--- src/rtl/led_seq_ctrl_if.sv ---
// Config request channel for the LED sequencer: mode/speed offered by the
// board config logic under a valid/ready handshake.
interface led_seq_ctrl_if;
    logic       cfg_valid;
    logic       cfg_ready;
    logic [1:0] cfg_mode;
    logic [1:0] cfg_speed;

    modport master (output cfg_valid, output cfg_mode, output cfg_speed, input cfg_ready);
    modport slave  (input cfg_valid, input cfg_mode, input cfg_speed, output cfg_ready);
endinterface

--- src/rtl/led_seq_ctrl.sv ---
// 16-bit LED pattern sequencer: prescaled step tick, four patterns, and
// config changes that take effect only on a step boundary.
module led_seq_ctrl #(
    parameter int CNT_W = 24
) (
    input  logic                 clk,
    input  logic                 rst_n,
    input  logic                 pause,
    led_seq_ctrl_if.slave        cfg,
    output logic [15:0]          led,
    output logic                 step,
    output logic [1:0]           mode
);

    typedef enum logic {DIR_L, DIR_R} dir_t;

    localparam logic [1:0] M_SHIFT_L = 2'd0;
    localparam logic [1:0] M_SHIFT_R = 2'd1;
    localparam logic [1:0] M_BOUNCE  = 2'd2;

    logic [CNT_W-1:0] r_cnt;
    logic [15:0]      r_led;
    logic [1:0]       r_mode;
    logic [1:0]       r_speed;
    dir_t             r_dir;
    logic             r_step;
    logic             r_pend;
    logic [1:0]       r_pend_mode;
    logic [1:0]       r_pend_speed;

    logic [CNT_W-1:0] w_mask;
    logic             w_tick;
    logic             w_xfer;
    logic             w_apply;
    logic             w_adv;
    logic [15:0]      w_led_nxt;
    dir_t             w_dir_nxt;

    function automatic logic [15:0] restart_led(input logic [1:0] m);
        case (m)
            M_SHIFT_L: return 16'h0001;
            M_SHIFT_R: return 16'h8000;
            M_BOUNCE:  return 16'h0001;
            default:   return 16'hFFFF;
        endcase
    endfunction

    // Faster speeds shorten the all-ones window, halving the period per step.
    assign w_mask  = {CNT_W{1'b1}} >> r_speed;
    assign w_tick  = !pause && ((r_cnt & w_mask) == w_mask);
    assign w_xfer  = cfg.cfg_valid && !r_pend;
    assign w_apply = w_tick && r_pend;
    assign w_adv   = w_tick && !r_pend;

    always_comb begin
        w_led_nxt = r_led;
        w_dir_nxt = r_dir;
        if (w_apply) begin
            w_led_nxt = restart_led(r_pend_mode);
            w_dir_nxt = DIR_L;
        end else if (w_adv) begin
            case (r_mode)
                M_SHIFT_L: w_led_nxt = (r_led == 16'h8000) ? 16'h0001 : (r_led << 1);
                M_SHIFT_R: w_led_nxt = (r_led == 16'h0001) ? 16'h8000 : (r_led >> 1);
                M_BOUNCE: begin
                    if (r_dir == DIR_L) begin
                        if (r_led == 16'h8000) begin
                            w_led_nxt = 16'h4000;
                            w_dir_nxt = DIR_R;
                        end else begin
                            w_led_nxt = r_led << 1;
                        end
                    end else begin
                        if (r_led == 16'h0001) begin
                            w_led_nxt = 16'h0002;
                            w_dir_nxt = DIR_L;
                        end else begin
                            w_led_nxt = r_led >> 1;
                        end
                    end
                end
                default: w_led_nxt = ~r_led;
            endcase
        end
    end

    always_ff @(posedge clk) begin
        if (!rst_n) begin
            r_cnt   <= '0;
            r_led   <= 16'h0001;
            r_mode  <= M_SHIFT_L;
            r_speed <= 2'd0;
            r_dir   <= DIR_L;
            r_step  <= 1'b0;
            r_pend  <= 1'b0;
        end else begin
            r_led  <= w_led_nxt;
            r_dir  <= w_dir_nxt;
            r_step <= w_tick;
            if (w_apply) begin
                r_cnt   <= '0;
                r_mode  <= r_pend_mode;
                r_speed <= r_pend_speed;
                r_pend  <= 1'b0;
            end else begin
                if (!pause) begin
                    r_cnt <= r_cnt + 1'b1;
                end
                if (w_xfer) begin
                    r_pend <= 1'b1;
                end
            end
        end
    end

    // Pending payload is qualified by r_pend, so it needs no reset.
    always_ff @(posedge clk) begin
        if (w_xfer) begin
            r_pend_mode  <= cfg.cfg_mode;
            r_pend_speed <= cfg.cfg_speed;
        end
    end

    assign cfg.cfg_ready = !r_pend;
    assign led           = r_led;
    assign step          = r_step;
    assign mode          = r_mode;

endmodule

--- src/flat_wrapper.sv ---
// flat-port wrapper written by rule: the top's interface ports become plain ports
module led_seq_ctrl_flat 
#(
    parameter int CNT_W = 24
)
  (clk, rst_n, pause, led, step, mode, cfg_cfg_valid, cfg_cfg_mode, cfg_cfg_speed, cfg_cfg_ready);
  led_seq_ctrl_if cfg_i ();
  input  logic clk;
  input  logic rst_n;
  input  logic pause;
  output logic [15:0] led;
  output logic step;
  output logic [1:0] mode;
  input wire logic [$bits(cfg_i.cfg_valid)-1:0] cfg_cfg_valid;
  input wire logic [$bits(cfg_i.cfg_mode)-1:0] cfg_cfg_mode;
  input wire logic [$bits(cfg_i.cfg_speed)-1:0] cfg_cfg_speed;
  output wire logic [$bits(cfg_i.cfg_ready)-1:0] cfg_cfg_ready;
  assign cfg_i.cfg_valid = cfg_cfg_valid;
  assign cfg_i.cfg_mode = cfg_cfg_mode;
  assign cfg_i.cfg_speed = cfg_cfg_speed;
  assign cfg_cfg_ready = cfg_i.cfg_ready;
  led_seq_ctrl #(.CNT_W(CNT_W)) u_core (.clk(clk), .rst_n(rst_n), .pause(pause), .cfg(cfg_i), .led(led), .step(step), .mode(mode));
endmodule
--- config.mk ---
export PLATFORM = sky130hd
export DESIGN_NAME = led_seq_ctrl_flat
export DESIGN_NICKNAME = d
export VERILOG_FILES = /design/src/rtl/led_seq_ctrl_if.sv /design/src/rtl/led_seq_ctrl.sv /design/src/flat_wrapper.sv
export SDC_FILE = /design/constraint.sdc
export NUM_CORES = 1
export LEC_CHECK = 0
export BUFFER_PORTS_ARGS = -buffer_cell sky130_fd_sc_hd__buf_4
export CORE_ASPECT_RATIO = 1.25
export CORE_MARGIN = 3
export CORE_UTILIZATION = 46
export CTS_BUF_LIST = sky130_fd_sc_hd__clkbuf_2 sky130_fd_sc_hd__clkbuf_4 sky130_fd_sc_hd__clkbuf_8
export CTS_CLUSTER_SIZE = 14
export DETAILED_ROUTE_END_ITERATION = 7
export GPL_ROUTABILITY_DRIVEN = 0
export PLACE_DENSITY = 0.64
export SYNTH_ARGS = -nofsm -noshare
export SYNTH_HDL_FRONTEND = slang
export SYNTH_SLANG_ARGS = --single-unit
--- constraint.sdc ---
create_clock -name clk -period 2.7 [get_ports clk]
set_input_delay 0.27 -clock clk [delete_from_list [all_inputs] [get_ports clk]]
set_output_delay 0.27 -clock clk [all_outputs]
set_load 0.02 [all_outputs]
==> impl_metrics.csv <==
group,metric,value,unit
run_status,outcome,"completed",
clocking,cts.sinks,51,
worst_setup_path,cp.required,2.88,ns
floorplan,ios,28,
worst_setup_path,criticalPathCategory,"reg -> reg",
synthesis,synth_nets,326,
clocking,ctsHoldBuffers,0,
cells_and_area,final_area,3030,um2
sta,fmax,488,MHz
global_routing,grt_use_total,18.5,%
hold_path,min_to,"u_core.r_pend_mode[0]$_DFFE_PP_",
placement,io_buffers,27,
power_and_ir_drop,p_leak,1.17,nW
synthesis,ys_types,45,
sta,final.setup.tns,0,ns
hold_path,hold_class,"in -> reg",
placement,hpwl,4.11,mm
clocking,postCtsSetupRepairBufs,0,
sta,finalCritPeriodShare,75.9,%
sta,max_slew.worst_pin.slew,0.562,ns
floorplan,rows,30,
drt,wl_per_cell,14.9,um
synthesis,yosys_warnings,0,
clocking,cts_buffers,5,
sta,setup_viol,0,
floorplan,die_h,91.8,um
hold_path,worstHoldStart,"cfg_cfg_mode[0]",
global_routing,grt_pass1_vias,2228,
worst_setup_path,reg2reg_depth,5,
synthesis,ys_top_cells_by_area,"dfxtp_1 35%, nor2_1 5.7%, mux2i_1 5.5%",
synthesis,async_flop_share,0,%
cells_and_area,fin_nets,347,
clocking,cts_tree,"built",
sta,max_slew_margin,62.4,%
floorplan,start_util,48.7,%
synthesis,yosysMostFrequentCell,"dfxtp_1",
clocking,cts_root_buf,"clkbuf_8",
cells_and_area,antenna_cells,0,
power_and_ir_drop,clkPwrFrac,34.8,%
synthesis,yosysSeqAreaShare,39.2,%
worst_setup_path,reg2reg_slack,0.65,ns
clocking,clk_latency,0.30,ns
placement,dpl.cell_count,395,
sta,hold_violations,0,
global_routing,grt_max_degree,30,
run,maxCapViolCount,0,
cells_and_area,areaGrowthSynthToFinish,11.7,%
drt,drcViolationCount,0,
synthesis,synth_top_area_share,34.8,%
drt,route.vias.total,2311,
worst_setup_path,worstPathMaxFanout,23,
power_and_ir_drop,seqPwrFrac,61.4,%
drt,first_iter_violations,126,
hold_path,holdPathStages,1,
sta,finalMaxSlewViolations,0,
cells_and_area,fin_cells,403,
synthesis,synth-seq-cells,51,
clocking,cts_max_level,2,
floorplan,core_area,5560,um2
synthesis,synthCells,317,
drt,via_per_inst,5.73,
worst_setup_path,end_kind,"flip-flop",
worst_setup_path,r2r_end,"u_core.r_cnt[7]$_SDFFE_PP0N_",
synthesis,synth_edf_count,4,
power_and_ir_drop,power_switching_share,21.8,%
power_and_ir_drop,ir_drop,0.275,mV
floorplan,fp.dieArea,6850,um2
synthesis,synth-main-ff-cell,"dfxtp_1",
sta,clock_skew,0.00666,ns
synthesis,syn_area_per_cell,8.54,um2
power_and_ir_drop,p_int,0.990,mW
global_routing,grt_antenna_before_repair,0,
drt,routed_wl,6.00,mm
cells_and_area,nFillCells,578,
sta,rsz0062_at_grt,"no",
global_routing,grt_pass1_wl,10.1,mm
power_and_ir_drop,net-switching-power,0.277,mW
sta,hold_slack,0.141,ns
sta,min_period,2.05,ns
synthesis,synth.largest_area_cell,"dfxtp_1",
clocking,cts_repair_resize_count,0,
drt,dr.pass1.iters,4,
worst_setup_path,arrival,2.23,ns
placement,placed_area,2940,um2
worst_setup_path,critical_path.reg2reg.startpoint,"u_core.r_cnt[7]$_SDFFE_PP0N_",
clocking,clockBufferDepth,2,
power_and_ir_drop,powerDensity,419,nW/um2
worst_setup_path,crit_path_start_kind,"flip-flop",
cells_and_area,drive_above_1_share,14.7,%
power_and_ir_drop,comb_power_share,3.7,%
drt,ant_nets,0,
synthesis,ys_top_cells_by_count,"47 x dfxtp_1, 41 x nor2_1, 25 x o21ai_0",
floorplan,die_width,74.6,um
global_routing,gr-total-overflow,0,
clocking,clk_pin_slew,0.08,ns
synthesis,synth_area,2710,um2
state kept, by name, indices dropped and copies added (netlist names):
register / count
u_core.r_pend_speed: 2
u_core.r_dir: 1
u_core.r_pend_mode: 2
u_core.r_speed: 2
u_core.mode: 2
u_core.r_pend: 1
u_core.step: 1
u_core.led: 16
u_core.r_cnt: 24
power groups by stage:
stage | Clock [mW] | Sequential (mW) | Combinational (mW)
global placement | 0 | 0.796 | 0.0470
floorplan | 0 | 0.791 | 0.0343
CTS | 0.462 | 0.778 | 0.0479
detailed placement | 0 | 0.796 | 0.0476
finish | 0.441 | 0.778 | 0.0473
global route | 0.492 | 0.779 | 0.0536
routing by layer:
layer | share of wire, % | track usage [%] | wire, um | vias up
li1 | - | - | - | 1175
met1 | 45 | 22.6 | 2700 | 1096
met2 | 50 | 31.2 | 3010 | 32
met3 | 3.1 | 3.62 | 185 | 8
met4 | 1.7 | 7.27 | 102 | 0
met5 | 0 | 0 | 0 | -
critical path, stage by stage (launching register included):
cell and delay [ns]:
dfxtp_1 0.44, nand4_2 0.20, nor4_4 0.60, nand3_4 0.18
nand2_2 0.40, nor2_1 0.11
cells by family (layout without fill, tap and decap cells):
| logic type | after synthesis | in the layout | synth area share [%] |
|---|---|---|---|
| and+or+nand+nor | 111 | 111 | 22.3 |
| adders and majority gates | 1 | 1 | 0.462 |
| muxes | 16 | 16 | 5.96 |
| DFF | 51 | 51 | 39.2 |
| buffers and inverters | 36 | 58 | 6.01 |
| xor gates and xnor gates | 22 | 22 | 7.12 |
| AOI/OAI and AO/OA | 80 | 80 | 19.0 |
cell usage in the layout (no fill, tap or decap), drive strengths merged, types with 2 or more instances in the layout:
cell type / instances
a211o: 11
a211oi: 14
a21boi: 2
a21oi: 19
a311oi: 2
and2: 3
and3: 8
and4: 3
buf: 33
clkbuf: 7
dfxtp: 47
edfxtp: 4
inv: 17
mux2i: 15
nand2: 16
nand3: 11
nand4: 10
nand4b: 2
nor2: 42
nor2b: 2
nor3: 4
nor4: 6
nor4b: 2
o21a: 2
o21ai: 25
xnor2: 10
xor2: 12
stage by stage:
step                util (%)  setup slack [ns]  power [mW]
floorplan                  -              1.02       0.825
global placement        52.9             0.721       0.843
detailed placement      52.9             0.643       0.844
CTS                     54.5             0.621        1.29
global route            54.5             0.472        1.33
finish                  54.5             0.651        1.27
worst max-delay path by stage:
stage / start / to / slack [ns] / cells after the start
after CTS: u_core.r_cnt[7]$_SDFFE_PP0N_ / u_core.r_cnt[7]$_SDFFE_PP0N_ / 0.62 / 5
after global placement: u_core.r_cnt[0]$_SDFFE_PP0N_ / u_core.r_cnt[10]$_SDFFE_PP0N_ / 0.72 / 6
after detailed placement: u_core.r_cnt[0]$_SDFFE_PP0N_ / u_core.r_cnt[7]$_SDFFE_PP0N_ / 0.64 / 6
final: u_core.r_cnt[7]$_SDFFE_PP0N_ / u_core.r_cnt[7]$_SDFFE_PP0N_ / 0.65 / 5
after floorplan: u_core.r_cnt[0]$_SDFFE_PP0N_ / u_core.r_cnt[15]$_SDFFE_PP0N_ / 1.02 / 7
after global routing: u_core.r_cnt[0]$_SDFFE_PP0N_ / u_core.r_cnt[1]$_SDFFE_PP0N_ / 0.47 / 6
cell type report:
class	count	area, um2	area share [%]
sequential	51	1060	35.1
clock buffer	7	83.8	2.77
tap	64	80.1	2.65
clock inverter	1	5.00	0.165
inverter	17	63.8	2.11
multi-input combinational	230	1480	49.0
timing repair buffer	33	248	8.19
Power figures use the tool's default switching activity.
